`config.mk`:
```
export PLATFORM = sky130hd
export DESIGN_NAME = io_bus_arbiter_flat
export DESIGN_NICKNAME = d
export VERILOG_FILES = /design/src/rtl/io_bus_pkg.sv /design/src/rtl/io_bus_arbiter_if.sv /design/src/rtl/io_bus_arbiter_rr_pick2.sv /design/src/rtl/io_bus_arbiter.sv /design/src/flat_wrapper.sv
export SDC_FILE = /design/constraint.sdc
export NUM_CORES = 1
export LEC_CHECK = 0
export ABC_CLOCK_PERIOD_IN_PS = 1450
export CAP_MARGIN = 10
export CORE_MARGIN = 4
export CORE_UTILIZATION = 35
export DETAILED_ROUTE_END_ITERATION = 6
export GPL_ROUTABILITY_DRIVEN = 0
export HOLD_SLACK_MARGIN = 0.03
export PLACE_DENSITY = 0.8
export SYNTH_ARGS = -nofsm -noshare
export SYNTH_HDL_FRONTEND = slang
export SYNTH_HIERARCHICAL = 1
export SYNTH_SLANG_ARGS = --single-unit
export TNS_END_PERCENT = 1
```
`constraint.sdc`:
```
create_clock -name main_clk -period 1.45 [get_ports main_clk]
set_input_delay 0.2175 -clock main_clk [delete_from_list [all_inputs] [get_ports main_clk]]
set_output_delay 0.2175 -clock main_clk [all_outputs]
set_load 0.01 [all_outputs]
```
`src/rtl/io_bus_pkg.sv`:
```
// Shared types and constants for the two-requester memory_io arbiter.
// Holds the downstream command encoding and the arbiter state encoding.
package io_bus_pkg;

  localparam int ADDR_W = 32;
  localparam int DATA_W = 16;
  localparam int CNT_W  = 4;

  typedef enum logic [1:0] {
    IO_IDLE  = 2'b00,
    IO_READ  = 2'b01,
    IO_WRITE = 2'b10
  } io_ctrl_t;

  typedef enum logic [1:0] {
    IDLE  = 2'b00,
    ISSUE = 2'b01,
    WAIT  = 2'b10,
    RESP  = 2'b11
  } arb_state_t;

  function automatic io_ctrl_t cmd_for(input logic is_write);
    return is_write ? IO_WRITE : IO_READ;
  endfunction

endpackage

```
`src/rtl/io_bus_arbiter_if.sv`:
```
// Bundle of requester-side and memory_io-side signals around the arbiter.
// master = arbiter view, slave = requesters plus downstream memory view.
interface io_bus_arbiter_if;
  import io_bus_pkg::*;

  // Handshake: a requester raises req[i] with we/addr/wdata and holds all of
  // them stable until ack[i] pulses for one cycle; it drops req by the edge
  // that ends the ack cycle. rdata is valid only while ack is high. req is
  // only looked at while the arbiter is idle, so there is no backpressure
  // beyond waiting for ack.
  logic [1:0]        req;
  logic [1:0]        we;
  logic [ADDR_W-1:0] addr0;
  logic [ADDR_W-1:0] addr1;
  logic [DATA_W-1:0] wdata0;
  logic [DATA_W-1:0] wdata1;
  logic [1:0]        ack;
  logic [DATA_W-1:0] rdata;
  logic [ADDR_W-1:0] address_io;
  logic [DATA_W-1:0] data_out_io;
  io_ctrl_t          control_io;
  logic [DATA_W-1:0] data_in_io;
  logic              busy;

  modport master (
    input  req, we, addr0, addr1, wdata0, wdata1, data_in_io,
    output ack, rdata, address_io, data_out_io, control_io, busy
  );

  modport slave (
    output req, we, addr0, addr1, wdata0, wdata1, data_in_io,
    input  ack, rdata, address_io, data_out_io, control_io, busy
  );

endinterface

```
`src/rtl/io_bus_arbiter_rr_pick2.sv`:
```
// Combinational 2-way round-robin picker: on a tie the requester that was
// not granted last wins; a lone request always wins.
module rr_pick2 (
  input  logic [1:0] req,
  input  logic       last_grant,
  output logic       grant_valid,
  output logic       grant_idx
);

  always_comb begin
    grant_valid = |req;
    grant_idx   = 1'b0;
    if (req == 2'b11) begin
      grant_idx = ~last_grant;
    end else begin
      grant_idx = req[1];
    end
  end

endmodule

```
`src/rtl/io_bus_arbiter.sv`:
```
// Shares the single memory_io port between core (0) and secondary master (1):
// one transaction at a time, one-cycle strobe, fixed latency, one-cycle ack.
import io_bus_pkg::*;

module io_bus_arbiter #(
  parameter int IO_LATENCY = 2
) (
  input  logic              main_clk,
  input  logic              reset,
  io_bus_arbiter_if.master  bus,
  output arb_state_t        state_dbg
);

  // Counter starts at IO_LATENCY-1 while in ISSUE, so ISSUE itself counts as
  // the first latency cycle and IO_LATENCY=1 goes straight from ISSUE to RESP.
  localparam logic [CNT_W-1:0] CNT_LOAD = CNT_W'(IO_LATENCY - 1);

  arb_state_t        state_q, state_n;
  logic              grant_q, grant_n;
  logic              we_q, we_n;
  logic              last_grant_q, last_grant_n;
  logic [CNT_W-1:0]  cnt_q, cnt_n;
  logic [ADDR_W-1:0] addr_q, addr_n;
  logic [DATA_W-1:0] wdata_q, wdata_n;
  io_ctrl_t          ctrl_q, ctrl_n;
  logic [1:0]        ack_q, ack_n;
  logic [DATA_W-1:0] rdata_q, rdata_n;
  logic              busy_q, busy_n;

  logic pick_valid;
  logic pick_idx;

  rr_pick2 u_pick (
    .req         (bus.req),
    .last_grant  (last_grant_q),
    .grant_valid (pick_valid),
    .grant_idx   (pick_idx)
  );

  always_comb begin
    state_n      = state_q;
    grant_n      = grant_q;
    we_n         = we_q;
    last_grant_n = last_grant_q;
    cnt_n        = cnt_q;
    addr_n       = addr_q;
    wdata_n      = wdata_q;
    rdata_n      = rdata_q;
    ctrl_n       = IO_IDLE;
    ack_n        = 2'b00;

    case (state_q)
      IDLE: begin
        if (pick_valid) begin
          state_n = ISSUE;
          grant_n = pick_idx;
          we_n    = bus.we[pick_idx];
          addr_n  = pick_idx ? bus.addr1 : bus.addr0;
          wdata_n = pick_idx ? bus.wdata1 : bus.wdata0;
          ctrl_n  = cmd_for(bus.we[pick_idx]);
          cnt_n   = CNT_LOAD;
        end
      end
      ISSUE, WAIT: begin
        if (cnt_q == '0) begin
          state_n = RESP;
          ack_n   = grant_q ? 2'b10 : 2'b01;
          if (!we_q) begin
            rdata_n = bus.data_in_io;
          end
        end else begin
          state_n = WAIT;
          cnt_n   = cnt_q - CNT_W'(1);
        end
      end
      RESP: begin
        last_grant_n = grant_q;
        state_n      = IDLE;
      end
      default: begin
        state_n = IDLE;
      end
    endcase

    busy_n = (state_n != IDLE);
  end

  always_ff @(posedge main_clk) begin
    if (reset) begin
      state_q      <= IDLE;
      grant_q      <= 1'b0;
      we_q         <= 1'b0;
      last_grant_q <= 1'b1;
      cnt_q        <= '0;
      addr_q       <= '0;
      wdata_q      <= '0;
      ctrl_q       <= IO_IDLE;
      ack_q        <= 2'b00;
      rdata_q      <= '0;
      busy_q       <= 1'b0;
    end else begin
      state_q      <= state_n;
      grant_q      <= grant_n;
      we_q         <= we_n;
      last_grant_q <= last_grant_n;
      cnt_q        <= cnt_n;
      addr_q       <= addr_n;
      wdata_q      <= wdata_n;
      ctrl_q       <= ctrl_n;
      ack_q        <= ack_n;
      rdata_q      <= rdata_n;
      busy_q       <= busy_n;
    end
  end

  assign bus.address_io  = addr_q;
  assign bus.data_out_io = wdata_q;
  assign bus.control_io  = ctrl_q;
  assign bus.ack         = ack_q;
  assign bus.rdata       = rdata_q;
  assign bus.busy        = busy_q;
  assign state_dbg       = state_q;

endmodule
```
`src/flat_wrapper.sv`:
```
// flat-port wrapper written by rule: the top's interface ports become plain ports
module io_bus_arbiter_flat 
#(
  parameter int IO_LATENCY = 2
)
  (main_clk, reset, state_dbg, bus_req, bus_we, bus_addr0, bus_addr1, bus_wdata0, bus_wdata1, bus_data_in_io, bus_ack, bus_rdata, bus_address_io, bus_data_out_io, bus_control_io, bus_busy);
  io_bus_arbiter_if bus_i ();
  input  logic main_clk;
  input  logic reset;
  output arb_state_t state_dbg;
  input wire logic [$bits(bus_i.req)-1:0] bus_req;
  input wire logic [$bits(bus_i.we)-1:0] bus_we;
  input wire logic [$bits(bus_i.addr0)-1:0] bus_addr0;
  input wire logic [$bits(bus_i.addr1)-1:0] bus_addr1;
  input wire logic [$bits(bus_i.wdata0)-1:0] bus_wdata0;
  input wire logic [$bits(bus_i.wdata1)-1:0] bus_wdata1;
  input wire logic [$bits(bus_i.data_in_io)-1:0] bus_data_in_io;
  output wire logic [$bits(bus_i.ack)-1:0] bus_ack;
  output wire logic [$bits(bus_i.rdata)-1:0] bus_rdata;
  output wire logic [$bits(bus_i.address_io)-1:0] bus_address_io;
  output wire logic [$bits(bus_i.data_out_io)-1:0] bus_data_out_io;
  output wire logic [$bits(bus_i.control_io)-1:0] bus_control_io;
  output wire logic [$bits(bus_i.busy)-1:0] bus_busy;
  assign bus_i.req = bus_req;
  assign bus_i.we = bus_we;
  assign bus_i.addr0 = bus_addr0;
  assign bus_i.addr1 = bus_addr1;
  assign bus_i.wdata0 = bus_wdata0;
  assign bus_i.wdata1 = bus_wdata1;
  assign bus_i.data_in_io = bus_data_in_io;
  assign bus_ack = bus_i.ack;
  assign bus_rdata = bus_i.rdata;
  assign bus_address_io = bus_i.address_io;
  assign bus_data_out_io = bus_i.data_out_io;
  assign bus_control_io = bus_i.control_io;
  assign bus_busy = bus_i.busy;
  io_bus_arbiter #(.IO_LATENCY(IO_LATENCY)) u_core (.main_clk(main_clk), .reset(reset), .bus(bus_i), .state_dbg(state_dbg));
endmodule
```
### Word-level counts from Yosys, hierarchy flattened

Cells that the tools add are included.

* bits in registers: 78
* latch bits: 0
* bits in writable memories: 0
* bits in read-only memories: 0
* memories: 0

* add/subtract/negate cells: 1
* multipliers: 0
* divide/modulo/power cells: 0
* $lt $le $gt $ge: 1
* equal/unequal tests: 6
* shift-type cells: 0
* muxes and demuxes: 13
* bitwise logic cells: 6
* reduce and logical (&&, ||, !) cells: 11

Operators by type and width (number)
* $mux W32: 1
* $mux W16: 1
* $mux W4: 2
* $pmux W4 S2: 1
* $eq A2 B2 Y1 const B: 3
* $mux W2: 3
* $not A1 Y1: 6
* $pmux W2 S3: 1
* $reduce_and A3 Y1: 2
* $reduce_or A3 Y1: 2
* $logic_not A4 Y1: 1
* $mux W1: 4
* $reduce_bool A2 Y1: 2
* $reduce_or A2 Y1: 2
* $sub A4 B1 Y4 const B: 1
* $eq A2 B1 Y1 const B: 1
* $logic_not A2 Y1: 1
* $lt A1 B2 Y1 const B: 1
* $ne A2 B1 Y1 const B: 1
* $ne A2 B2 Y1 const B: 1
* $reduce_and A2 Y1: 1

### Longest topological paths before layout

Gate-level depths: netlist of the first run.

* depth after elaboration: 5
* gate-level depth with buffers: 7

### Cells and area by module

Netlist of the first run, hierarchy kept.

Modules (own cells, without submodules)
* io_bus_arbiter: times used 1, cells an instance 357, area an instance 3392.0 µm², seq. area each 1561.5 µm²
* rr_pick2: times used 1, cells an instance 2, area an instance 13.8 µm², seq. area each 0.0 µm²

### Least setup slack after synthesis of the first run

Ideal clock, no wire load.

* path kind: reg-to-reg
* start: register u_core.state_q[0] (netlist: u_core/state_dbg[0])
* end: register u_core.cnt_q[0]
* library setup time: 0.132 ns
* arrival: 1.532 ns
* setup slack: -0.214 ns
* cell stages (with the launch flop): 7
* buffers on the path: 1
* period minus slack after synthesis: 1.664 ns
* path through: dfxtp_1 > inv_1 > ha_1 > and4bb_2 > buf_4 > nor4_1 > nor3_1

* longest elaborated chain between the ends: 4
* elaborated cells between the ends (all ways): 9
* classes of those cells: eq/ne: 4; mux: 1; reduce/logical: 4

Ends and longest elaborated chain
* start, declared: line io_bus_arbiter.sv:18 `arb_state_t state_q, state_n;`
* start signal, assigned: line io_bus_arbiter.sv:102 `state_q <= state_n;`
* $eq A2 B1 Y1 or $eq A2 B2 Y1 (tied branches): line io_bus_arbiter.sv:52 `case (state_q)`
* $reduce_or A2 Y1: line io_bus_arbiter.sv:52
* $ne A2 B2 Y1 (no line) or $reduce_bool A2 Y1 (tied branches)
* $reduce_and A3 Y1 (no line)
* end signal, assigned: line io_bus_arbiter.sv:106 `cnt_q <= cnt_n;`
* end, declared: line io_bus_arbiter.sv:22 `logic [CNT_W-1:0] cnt_q, cnt_n;`

Several ways; a longest one is shown, not always the timed one.
A chain may end at the register's enable or synchronous reset.

### Worst setup path after layout of the first run

* start: register u_core.state_q[1] (netlist: u_core/state_dbg[1])
* end: register u_core.cnt_q[2]

Same word-level chain as after synthesis.

==> results of run 1 <==
final timing paths:
check,slack (ns),cells past startpoint,to
hold reg to reg,0.47,2,u_core/bus.rdata[13]
setup / recovery,-0.04,7,u_core/cnt_q[2]
setup reg to reg,-0.04,7,u_core/cnt_q[2]
hold / removal,0.19,2,u_core/cnt_q[2]
stage by stage:
stage | std cells | power (W) | worst slack (ns) | hold slack (ns)
global placement | 664 | 0.00872 | -0.255 | 0.461
CTS | 686 | 0.0106 | -0.0365 | 0.173
detailed placement | 664 | 0.00892 | -0.308 | 0.466
finish | 686 | 0.0106 | -0.0350 | 0.195
global route | 686 | 0.0113 | -0.115 | 0.182
floorplan | 359 | 0.00625 | -0.00367 | 0.290
timing repair:
action                                  in CTS  in global routing
setup buffers                                5                  0
endpoints found under the setup margin      73                 62
resized for setup                           58                 35
hold buffers                                 0                  0
cloned                                       1                  0
pin swaps                                    1                 11
routing by layer:
layer | up-vias | track usage, % | routed length, microns | share of wire [%]
li1 | 1681 | - | - | -
met3 | 16 | 6.20 | 895 | 8.4
met5 | - | 0 | 0 | 0
met2 | 145 | 33.3 | 5600 | 53
met4 | 0 | 6.03 | 151 | 1.4
met1 | 1537 | 18.4 | 3960 | 37
sequential cells by signal, indices dropped and copies added (netlist names):
register,count
u_core/bus.busy,1
u_core/bus.address_io,32
u_core/bus.control_io,2
u_core/grant_q,1
u_core/bus.ack,2
u_core/cnt_q,4
u_core/we_q,1
u_core/last_grant_q,1
u_core/bus.data_out_io,16
u_core/bus.rdata,16
u_core/state_dbg,2
cells in the final DEF (no fill, tap or decap), types with 4 or more instances in the layout:
master / synthesis / layout
sky130_fd_sc_hd__nand2_1: 6 / 6
sky130_fd_sc_hd__dfxtp_1: 78 / 76
sky130_fd_sc_hd__buf_4: 9 / 19
sky130_fd_sc_hd__buf_12: 0 / 4
sky130_fd_sc_hd__o21ai_0: 12 / 4
sky130_fd_sc_hd__dlymetal6s2s_1: 0 / 14
sky130_fd_sc_hd__o21ai_1: 4 / 12
sky130_fd_sc_hd__nor3_1: 4 / 4
sky130_fd_sc_hd__clkbuf_8: 0 / 9
sky130_fd_sc_hd__dlygate4sd2_1: 0 / 52
sky130_fd_sc_hd__a211oi_2: 0 / 7
sky130_fd_sc_hd__nor2_1: 52 / 51
sky130_fd_sc_hd__clkdlybuf4s50_1: 0 / 121
sky130_fd_sc_hd__inv_1: 6 / 4
sky130_fd_sc_hd__a211oi_1: 49 / 42
sky130_fd_sc_hd__mux2i_1: 50 / 50
sky130_fd_sc_hd__a21oi_1: 19 / 17
sky130_fd_sc_hd__nor2b_1: 4 / 4
sky130_fd_sc_hd__ha_1: 5 / 4
sky130_fd_sc_hd__nand3b_1: 16 / 16
final cells by class:
class	count	share of cell area [%]
Sequential cell	78	27.0
Clock buffer	11	2.26
Multi-Input combinational cell	243	30.0
Inverter	6	0.431
Timing Repair Buffer	214	36.5
Tap cell	129	2.78
Clock inverter	5	1.03
synthesized netlist by cell type (2+ instances only):
library cell               number  area [sq um]
sky130_fd_sc_hd__dfxtp_1       78          1560
sky130_fd_sc_hd__nor2_1        52           195
sky130_fd_sc_hd__mux2i_1       50           500
sky130_fd_sc_hd__a211oi_1      49           368
sky130_fd_sc_hd__a21oi_1       19          95.1
sky130_fd_sc_hd__nand3b_1      16           120
sky130_fd_sc_hd__clkbuf_1      13          48.8
sky130_fd_sc_hd__o21ai_0       12          60.1
sky130_fd_sc_hd__buf_4          9          67.6
sky130_fd_sc_hd__inv_1          6          22.5
sky130_fd_sc_hd__nand2_1        6          22.5
sky130_fd_sc_hd__buf_2          5          25.0
sky130_fd_sc_hd__ha_1           5          62.6
sky130_fd_sc_hd__nor2b_1        4          25.0
sky130_fd_sc_hd__nor3_1         4          20.0
sky130_fd_sc_hd__o21ai_1        4          20.0
sky130_fd_sc_hd__clkbuf_4       3          22.5
sky130_fd_sc_hd__and3_1         2          12.5
sky130_fd_sc_hd__buf_1          2          7.51
sky130_fd_sc_hd__o211ai_1       2          15.0
sky130_fd_sc_hd__o31ai_1        2          15.0
where the power goes:
part / internal, W / switching [W] / total [W] / leakage [nW]
clock network: 0.000801 / 0.000790 / 0.00159 / 0.0935
registers: 0.00296 / 0.000396 / 0.00336 / 0.645
logic: 0.00282 / 0.00282 / 0.00564 / 1.82
total: 0.00658 / 0.00400 / 0.0106 / 2.56
kinds of logic after synthesis:
kind of cell | share of synthesized area [%]
adder cells (fa/ha/maj) | 1.84
flip-flops | 45.8
buffers and inverters | 5.69
multiplexers | 14.7
AND/OR/NAND/NOR | 14.3
AO/OA/AOI/OAI | 17.7
==> results by group, run 1 <==
Status
  • Outcome: finished, violations left
  • Failing checks: negative setup slack

Layout
  • Diodes inserted: 0
  • Area occupied by multi-input gates: 1750 sq um
  • Final-layout fill cell count: 849
  • Area Growth Syn to Fin: 70.6%
  • Net total in the final layout: 675
  • Util after Layout: 62.0%
  • Share of post-route cells with drive strength above 1: 11.0%
  • Finished Cell Area: 5810 sq um
  • Area of all sequential standard cells: 1570 sq um

Timing
  • Final hold violations: 0
  • Fraction of the cycle the final worst path needs: 102%
  • Worst-margin pin slew: 0.413 ns
  • Clock tree skew after final layout: 0.0134 ns
  • Final worst path period need: 1.49 ns
  • Crit path setup slack, layout: -0.0350 ns
  • RSZ-0062 raised after global routing: true
  • Worst rel slew slack: 72.4%
  • Fin Setup TNS: -0.0782 ns
  • FMAX: 673 MHz
  • Finish-stage setup viols: 3
  • Final-report max-slew violation count: 0

Critical path
  • Worst path slowest cell: sky130_fd_sc_hd__dfxtp_4
  • Critical Path Source Type: register
  • Crit path largest cell delay: 0.38 ns
  • Path type of the worst setup path: reg2reg
  • Critical path buffer and inverter count: 3
  • Crit. End Element: register
  • Critical Path Fanout Max: 4
  • Launching instance or port of the critical path: u_core/state_dbg[1]
  • Cell-by-cell trace of the critical path: inv_4 > ha_4 > buf_4 > buf_4 > nor2b_1 > o31ai_1 > a21oi_1
  • Critical path required time: 1.67 ns
  • Critical path's most frequent cell: sky130_fd_sc_hd__buf_4
  • R2R Path Start: u_core/state_dbg[1]
  • Cell type group with the largest total delay on the critical path: flip-flops
  • Arrival time worst endpoint: 1.71 ns

Routing
  • Post-DR vias/cell: 4.93
  • DRC violation count after routing: 0
  • WL final: 10600 microns
  • Number of nets still failing antenna checks after routing: 0
  • Detailed-router iteration count before antenna repair: 4
  • Drt initial violations: 116
  • Vias post-DR: 3379
  • Routed wire per std cell: 15.5 microns

CTS
  • Clock Tree Root: sky130_fd_sc_hd__clkbuf_8
  • Max H-tree Level: 3
  • Clock latency on the worst-skew pair: 0.33 ns
  • Number of buffers created by CTS: 9
  • Maximum clock path buffer count: 2
  • Clock slew seen by the registers of the worst setup and hold paths: 0.08 ns
  • Clock tree sinks: 78
  • TritonCTS clock tree: done

Power and ir drop
  • Power density over the cells: 1820 nW/um^2
  • P_leak: 2.56 nW
  • Highest ir drop seen on vdd: 0.839 mV

Logic synthesis
  • Number of standard cells after synthesis: 359
  • Mean cell area of the mapped netlist: 9.49 sq um
  • Synth Register Bits: 78
  • Syn_nets: 482
  • Sequential share of the synthesized area: 45.8%
  • Async set-reset flop share out of synthesis: 0%
  • Number of library cell types mapped by synthesis: 37
  • Syn Std Cell Area: 3410 sq um
  • Synth warnings: 6
  • Dominant register cell in the synthesized netlist: sky130_fd_sc_hd__dfxtp_1
  • Count of flip-flops with a built-in enable after synthesis: 0

Floorplan
  • Row cnt: 35
  • Die footprint: 11400 sq um
  • Starting utilization of the core area: 36.3%
  • Area inside the core boundary: 9370 sq um
  • Height of the chip: 107 microns
  • Die width: 107 microns
  • Number of placed I/O pins: 189

GRT
  • Maximum number of pins on one net before global-route repair: 39
  • Initial antenna violation count: 0
  • Overall routing resource usage: 17.8%
  • Vias in the first global route: 3457
  • Wire length of the first global-routing pass: 16400 microns
  • GRT overflow: 0

Placed design
  • Number of I/O port buffers: 188
  • DP Wirelength: 7960 microns
  • Area of placed instances: 5500 sq um

Hold path
  • HP Start: reset
  • Hold/Removal Path Class: in2reg

Run
  • Max capacitance violation total: 0
Note: power is estimated with default switching activity, not from simulation.
==> run 2, diff against run 1 <==
--- a/config.mk
+++ b/config.mk
@@ -13,6 +13,7 @@
 export GPL_ROUTABILITY_DRIVEN = 0
 export HOLD_SLACK_MARGIN = 0.03
 export PLACE_DENSITY = 0.8
+export SLEW_MARGIN = 15
 export SYNTH_ARGS = -nofsm -noshare
 export SYNTH_HDL_FRONTEND = slang
 export SYNTH_HIERARCHICAL = 1
==> results of run 2 <==
Same layout as run 1: the final DEF is identical, and so are final timing and power.
